## src/rtl/mc_control_fsm.sv

```systemverilog
// rtl/mc_control_fsm.sv - multi-cycle main control unit
// Sequences fetch/decode/execute/memory/writeback and drives all datapath selects.
module mc_control_fsm #(
  parameter int COUNT_WIDTH = 32
) (
  input  logic                   clk,
  input  logic                   rst,
  input  logic [5:0]             opcode,
  input  logic                   mem_ready,
  output logic                   pc_write,
  output logic                   pc_write_cond,
  output logic [1:0]             pc_source,
  output logic                   i_or_d,
  output logic                   mem_read,
  output logic                   mem_write,
  output logic                   ir_write,
  output logic                   mem_to_reg,
  output logic                   reg_dst,
  output logic                   reg_write,
  output logic                   alu_src_a,
  output logic [1:0]             alu_src_b,
  output logic [1:0]             alu_op,
  output logic                   instr_done,
  output logic [COUNT_WIDTH-1:0] instr_count,
  output logic                   illegal_op,
  output logic [3:0]             state_out
);

  localparam logic [3:0] S_FETCH     = 4'd0;
  localparam logic [3:0] S_DECODE    = 4'd1;
  localparam logic [3:0] S_MEM_ADDR  = 4'd2;
  localparam logic [3:0] S_MEM_READ  = 4'd3;
  localparam logic [3:0] S_MEM_WB    = 4'd4;
  localparam logic [3:0] S_MEM_WRITE = 4'd5;
  localparam logic [3:0] S_EXECUTE   = 4'd6;
  localparam logic [3:0] S_R_WB      = 4'd7;
  localparam logic [3:0] S_BRANCH    = 4'd8;
  localparam logic [3:0] S_JUMP      = 4'd9;
  localparam logic [3:0] S_ADDI_EX   = 4'd10;
  localparam logic [3:0] S_ADDI_WB   = 4'd11;

  localparam logic [5:0] OP_RTYPE = 6'h00;
  localparam logic [5:0] OP_LW    = 6'h23;
  localparam logic [5:0] OP_SW    = 6'h2B;
  localparam logic [5:0] OP_BEQ   = 6'h04;
  localparam logic [5:0] OP_J     = 6'h02;
  localparam logic [5:0] OP_ADDI  = 6'h08;

  logic [3:0] state;
  logic [3:0] next_state;
  logic       decode_illegal;

  always_ff @(posedge clk or posedge rst) begin
    if (rst) state <= S_FETCH;
    else     state <= next_state;
  end

  always_comb begin
    next_state     = S_FETCH;
    decode_illegal = 1'b0;
    case (state)
      S_FETCH:     next_state = mem_ready ? S_DECODE : S_FETCH;
      S_DECODE: begin
        case (opcode)
          OP_RTYPE:      next_state = S_EXECUTE;
          OP_LW, OP_SW:  next_state = S_MEM_ADDR;
          OP_BEQ:        next_state = S_BRANCH;
          OP_J:          next_state = S_JUMP;
          OP_ADDI:       next_state = S_ADDI_EX;
          default: begin
            next_state     = S_FETCH;
            decode_illegal = 1'b1;
          end
        endcase
      end
      S_MEM_ADDR:  next_state = (opcode == OP_LW) ? S_MEM_READ : S_MEM_WRITE;
      S_MEM_READ:  next_state = mem_ready ? S_MEM_WB : S_MEM_READ;
      S_MEM_WRITE: next_state = mem_ready ? S_FETCH : S_MEM_WRITE;
      S_EXECUTE:   next_state = S_R_WB;
      S_ADDI_EX:   next_state = S_ADDI_WB;
      default:     next_state = S_FETCH;
    endcase
  end

  // IR/PC loads in FETCH are suppressed while reset is held so no write strobe leaks out.
  always_comb begin
    pc_write      = 1'b0;
    pc_write_cond = 1'b0;
    pc_source     = 2'b00;
    i_or_d        = 1'b0;
    mem_read      = 1'b0;
    mem_write     = 1'b0;
    ir_write      = 1'b0;
    mem_to_reg    = 1'b0;
    reg_dst       = 1'b0;
    reg_write     = 1'b0;
    alu_src_a     = 1'b0;
    alu_src_b     = 2'b00;
    alu_op        = 2'b00;
    instr_done    = 1'b0;
    case (state)
      S_FETCH: begin
        mem_read  = 1'b1;
        alu_src_b = 2'b01;
        ir_write  = mem_ready & ~rst;
        pc_write  = mem_ready & ~rst;
      end
      S_DECODE:    alu_src_b = 2'b11;
      S_MEM_ADDR: begin
        alu_src_a = 1'b1;
        alu_src_b = 2'b10;
      end
      S_MEM_READ: begin
        mem_read = 1'b1;
        i_or_d   = 1'b1;
      end
      S_MEM_WB: begin
        reg_write  = 1'b1;
        mem_to_reg = 1'b1;
        instr_done = 1'b1;
      end
      S_MEM_WRITE: begin
        mem_write  = 1'b1;
        i_or_d     = 1'b1;
        instr_done = mem_ready;
      end
      S_EXECUTE: begin
        alu_src_a = 1'b1;
        alu_op    = 2'b10;
      end
      S_R_WB: begin
        reg_write  = 1'b1;
        reg_dst    = 1'b1;
        instr_done = 1'b1;
      end
      S_BRANCH: begin
        alu_src_a     = 1'b1;
        alu_op        = 2'b01;
        pc_write_cond = 1'b1;
        pc_source     = 2'b01;
        instr_done    = 1'b1;
      end
      S_JUMP: begin
        pc_write   = 1'b1;
        pc_source  = 2'b10;
        instr_done = 1'b1;
      end
      S_ADDI_EX: begin
        alu_src_a = 1'b1;
        alu_src_b = 2'b10;
      end
      S_ADDI_WB: begin
        reg_write  = 1'b1;
        instr_done = 1'b1;
      end
      default: ;
    endcase
  end

  always_ff @(posedge clk or posedge rst) begin
    if (rst) begin
      instr_count <= '0;
      illegal_op  <= 1'b0;
    end else begin
      if (instr_done) instr_count <= instr_count + COUNT_WIDTH'(1);
      if (state == S_DECODE && decode_illegal) illegal_op <= 1'b1;
    end
  end

  assign state_out = state;

endmodule

```

## config.mk

```make
export PLATFORM = sky130hd
export DESIGN_NAME = mc_control_fsm
export DESIGN_NICKNAME = d
export VERILOG_FILES = /design/src/rtl/mc_control_fsm.sv
export SDC_FILE = /design/constraint.sdc
export NUM_CORES = 1
export LEC_CHECK = 0
export ABC_AREA = 0
export ABC_CLOCK_PERIOD_IN_PS = 5870
export BUFFER_PORTS_ARGS = -buffer_cell sky130_fd_sc_hd__buf_2
export CORE_MARGIN = 10
export CORE_UTILIZATION = 48
export DETAILED_ROUTE_END_ITERATION = 8
export GPL_ROUTABILITY_DRIVEN = 0
export GPL_TIMING_DRIVEN = 0
export PLACE_DENSITY = 0.74
export SLEW_MARGIN = 15
export SYNTH_ARGS = -nofsm -noshare
export SYNTH_HDL_FRONTEND = slang
export SYNTH_SLANG_ARGS = --single-unit
```

## constraint.sdc

```tcl
create_clock -name clk -period 5.87 [get_ports clk]
set_clock_uncertainty 0.15 [all_clocks]
set_input_delay 1.174 -clock clk [delete_from_list [all_inputs] [get_ports clk]]
set_output_delay 1.174 -clock clk [all_outputs]
set_load 0.05 [all_outputs]
```

---- Yosys cells after proc, flatten, opt, wreduce, memory -nomap -nowiden ----
Cells that the tools add are included.
operators by class
  add/subtract/negate cells ............... 1
  equality and inequality tests ........... 16
  mux-type cells .......................... 22
  bitwise operators ....................... 2
  reductions and logical operators ........ 11
operators by type and width
  operator               count
  $add 32x1->32 const B  1
  $pmux 4 s7             1
  $pmux 4 s5             1
  $eq 4x3->1 const B     4
  $eq 4x4->1 const B     4
  $eq 6x6->1 const B     2
  $mux 1                 12
  $mux 3                 3
  $eq 4x2->1 const B     2
  $pmux 2 s2             2
  $reduce_or 2->1        4
  $eq 6x2->1 const B     1
  $eq 6x3->1 const B     1
  $eq 6x4->1 const B     1
  $logic_not 6->1        1
  $pmux 2 s3             1
  $reduce_or 6->1        1
  $reduce_or 5->1        1
  $eq 4x1->1 const B     1
  $logic_not 4->1        1
  $pmux 1 s2             2
  $reduce_or 4->1        1
  $reduce_or 3->1        1
  $and 1x1->1            1
  2 further kinds        2
storage, ports and cells
  register bits after elaboration ......... 37
  input bits .............................. 9
  output and inout port bits .............. 54

---- Depth between registers and ports, before layout ----
  word-level depth ........................ 5
  depth in mapped cells ................... 7
  depth with buffers taken out ............ 6

---- Worst setup path before layout ----
OpenSTA, ideal clock, no wires.
  path type ............................... input to output
  start ................................... in mem_ready
  end ..................................... out pc_write
  data arrival time ....................... 3.286 ns
  slack ................................... 1.260 ns
  stages .................................. 3
  cell sequence ........................... nand2b_1 nor4_1 or2_2
on the way
  cells in the longest elaborated chain, start to end .. 2
RTL lines
  what             RTL line  text
  start, declared  9         input logic mem_ready,
  $and 1x1->1      106       pc_write = mem_ready & ~rst;
  $pmux 1 s2       101       case (state)
  end, declared    10        output logic pc_write,
No other way between the ends.

---- Worst setup path after layout ----
  start ................................... in mem_ready
  end ..................................... out instr_done
on the way
  cells in the longest elaborated chain, start to end .. 1
RTL lines
  what           RTL line  text
  $pmux 1 s2     101
  end, declared  23        output logic instr_done,
No other way between the ends.

==> flow_metrics.env <==
export IMPL_port_buffers=62
export IMPL_critPathArrivalTime_ns=2.27
export IMPL_drc_errors=0
export IMPL_drv_slew=0
export IMPL_io_pins=63
export IMPL_clock_latency_ns=0.29
export IMPL_synth_cell_type_count=39
export IMPL_syn_area_sq_um=2030
export IMPL_slew_headroom=0.500
export IMPL_drive_above_1_share=0.294
export IMPL_crit_buf_inv=3
export IMPL_start_kind="primary input"
export IMPL_criticalPathCategory="in -> out"
export IMPL_cts_tree="built"
export IMPL_yosysWarningCount=0
export IMPL_num_vias=1789
export IMPL_num_nets_final=295
export IMPL_synth_top_family_by_area="simple AND/OR/NAND/NOR gates"
export IMPL_fillers=373
export IMPL_clkSlewWorstSetupHoldPaths_ns=0.07
export IMPL_outcome="finished, final reports clean"
export IMPL_p_per_area_nw_per_um2=273
export IMPL_crit_path_frequent_cell="buf_2"
export IMPL_placed_cells_incl_taps=328
export IMPL_synth_top_cell_by_area="dfrtp_1"
export IMPL_met2_usage=0.220
export IMPL_cts_resized_gates=0
export IMPL_grt_ovfl_total=0
export IMPL_ys_ff_latch=37
export IMPL_p_leak_uw=0.00121
export IMPL_met1_usage=0.164
export IMPL_crit_chain="buf_2, or4b_4, nand4_4, inv_4, buf_2"
export IMPL_cts_setup_buffers=0
export IMPL_clock_root_buffer="clkbuf_8"
export IMPL_post_drt_wl_per_cell_um=14.6
export IMPL_htreeDepth=2
export IMPL_grt_usage=0.137
export IMPL_gr_usage_met3=0.0468
export IMPL_rrSetupSlack_ns=3.70
export IMPL_grt_busiest_layer="met2"
export IMPL_fp_coreArea_sq_um=4060
export IMPL_synthTopCellsByArea="dfrtp_1 46%, xnor2_1 12%, nand2_1 5.6%"
export IMPL_crit_path_max_fanout=7
export IMPL_final_common_cell="buf_2"
export IMPL_diodes=0
export IMPL_synth_seq_area_share=0.457
export IMPL_synth_compound_area_share=0.0537
export IMPL_synth_top_area_share=0.457
export IMPL_die_y_um=85.0
export IMPL_endpoint_kind="output port"
export IMPL_tightest_slew_ns=0.749
export IMPL_timing_final_crit_share=0.613
export IMPL_synth_simple_area_share=0.314
export IMPL_die_area_sq_um=7220
export IMPL_first_pass_iters=4
export IMPL_hpwlAfterDp_um=3800
export IMPL_ir_worst_vdd_uv=262
export IMPL_via_per_inst=5.32
export IMPL_grt_pass1_vias=1813
export IMPL_finalHoldViolCount=0
export IMPL_grt_max_degree=38
export IMPL_clock_sinks=37
export IMPL_synth_adder_area_share=0.00617
export IMPL_drt_total_wl_um=4920
export IMPL_rows=23
export IMPL_syn_area_per_cell_sq_um=9.38
export IMPL_fin_area_sq_um=2520
export IMPL_min_path_type="reg -> reg"
export IMPL_grt_pass1_wl_um=8330
export IMPL_setup_viol=0
export IMPL_r2r_start="state_out[0]"
export IMPL_final_min_clock_period_ns=3.60
export IMPL_r2r_end="instr_count[25]"
export IMPL_drtIter0Drc=120
export IMPL_startpoint="mem_ready"
export IMPL_cts_made_buffers=5
export IMPL_cts_buffer_depth=2
export IMPL_antenna_found_initial=0
export IMPL_cap_violations=0
export IMPL_stdcell_count=336
export IMPL_final_cell_mix="62 x buf_2, 37 x dfrtp_1, 30 x nand2_1"
export IMPL_rsz0062_at_grt="no"
export IMPL_synth_xor_area_frac=0.143
export IMPL_postRouteAntennaNets=0
export IMPL_synthesis_instances=216
export IMPL_die_width_um=85.0
export IMPL_reg2reg_depth=5
export IMPL_start_util=0.500
export IMPL_holdBufCountCts=0
export IMPL_cp_depth=5
export IMPL_synth_area_mux_share=0
export IMPL_setup_tns_ns=0
export IMPL_max_freq_ghz=0.278
export IMPL_endpoint="instr_done"
export IMPL_placed_cell_area_sq_um=2400
export IMPL_synth_nets=226
export IMPL_slowest_delay_ns=0.53
export IMPL_path_delay_family="simple AND/OR/NAND/NOR gates"
export IMPL_cp_required_ns=4.55
export IMPL_area_growth_pct=24.3
export IMPL_critPathSlowestCell="or4b_4"
[flip-flops by register name (all words and copies together), names as in the netlist]
name         flops
state_out        4
illegal_op       1
instr_count     32
[cell usage after synthesis (all sizes together)]
cell,instances
nand3,11
a211oi,1
or4b,1
nor3,14
or2,4
o21ai,6
a41o,1
xor2,6
and2,1
nand2b,7
o22ai,1
and3,5
a21oi,6
o311ai,1
xnor2,27
nand4b,1
nor3b,2
nor2,17
nor2b,2
buf,3
nand3b,1
a21o,1
and4b,1
ha,1
clkbuf,3
nor4,3
or4,1
nand2,30
nand4,13
inv,5
o32ai,1
and4,2
dfrtp,37
[how the worst min path moves through the flow]
stage / slack, ns / endpoint / start / cells past startpoint
finish: 0.32 / illegal_op / illegal_op / 1
detailed placement: 0.30 / illegal_op / illegal_op / 1
floorplan: 0.63 / illegal_op / illegal_op / 1
CTS: 0.32 / illegal_op / illegal_op / 1
global route: 0.35 / illegal_op / illegal_op / 1
global placement: 0.30 / illegal_op / illegal_op / 1
[report_power, final]
part / switching (uW) / internal (uW)
clock network: 90.2 / 138
logic: 127 / 42.8
registers: 21.8 / 268
total: 239 / 449
[stage by stage]
stage	util	setup slack [ns]	total power (uW)	hold WS [ns]
final	0.621	2.27	688	0.318
after global routing	0.621	2.23	720	0.346
after CTS	0.621	2.27	697	0.321
after detailed placement	0.591	2.27	466	0.303
after global placement	0.591	2.28	464	0.302
after floorplan	-	1.26	421	0.630
[routing by layer]
layer,routed length [um],up-vias
met5,0,-
met1,2140,845
met4,63,0
met3,365,7
met2,2340,51
li1,-,886
[worst reg2reg max path: stages (launching register included)]
cell	delay [ns]
dfrtp_1	0.48
nand2b_1	0.25
nand4_4	0.19
nor3_2	0.63
nand4_1	0.20
xnor2_1	0.16
[layout make-up]
type | count | area, sq um | area share
clock buffer | 6 | 82.6 | 0.0328
tap | 50 | 62.6 | 0.0248
sequential | 37 | 926 | 0.367
clock inverter | 2 | 37.5 | 0.0149
multi-input combinational | 168 | 1050 | 0.415
timing repair buffer | 62 | 310 | 0.123
inverter | 5 | 21.3 | 0.00844
buffer | 6 | 33.8 | 0.0134
[kinds of logic after synthesis]
family                   count (synthesis)
adder cells (fa/ha/maj)                  1
flip-flops                              37
XOR/XNOR                                33
buffers and inverters                   11
AND/OR/NAND/NOR                        116
AO/OA/AOI/OAI                           18
(Power assumes the default switching activity.)
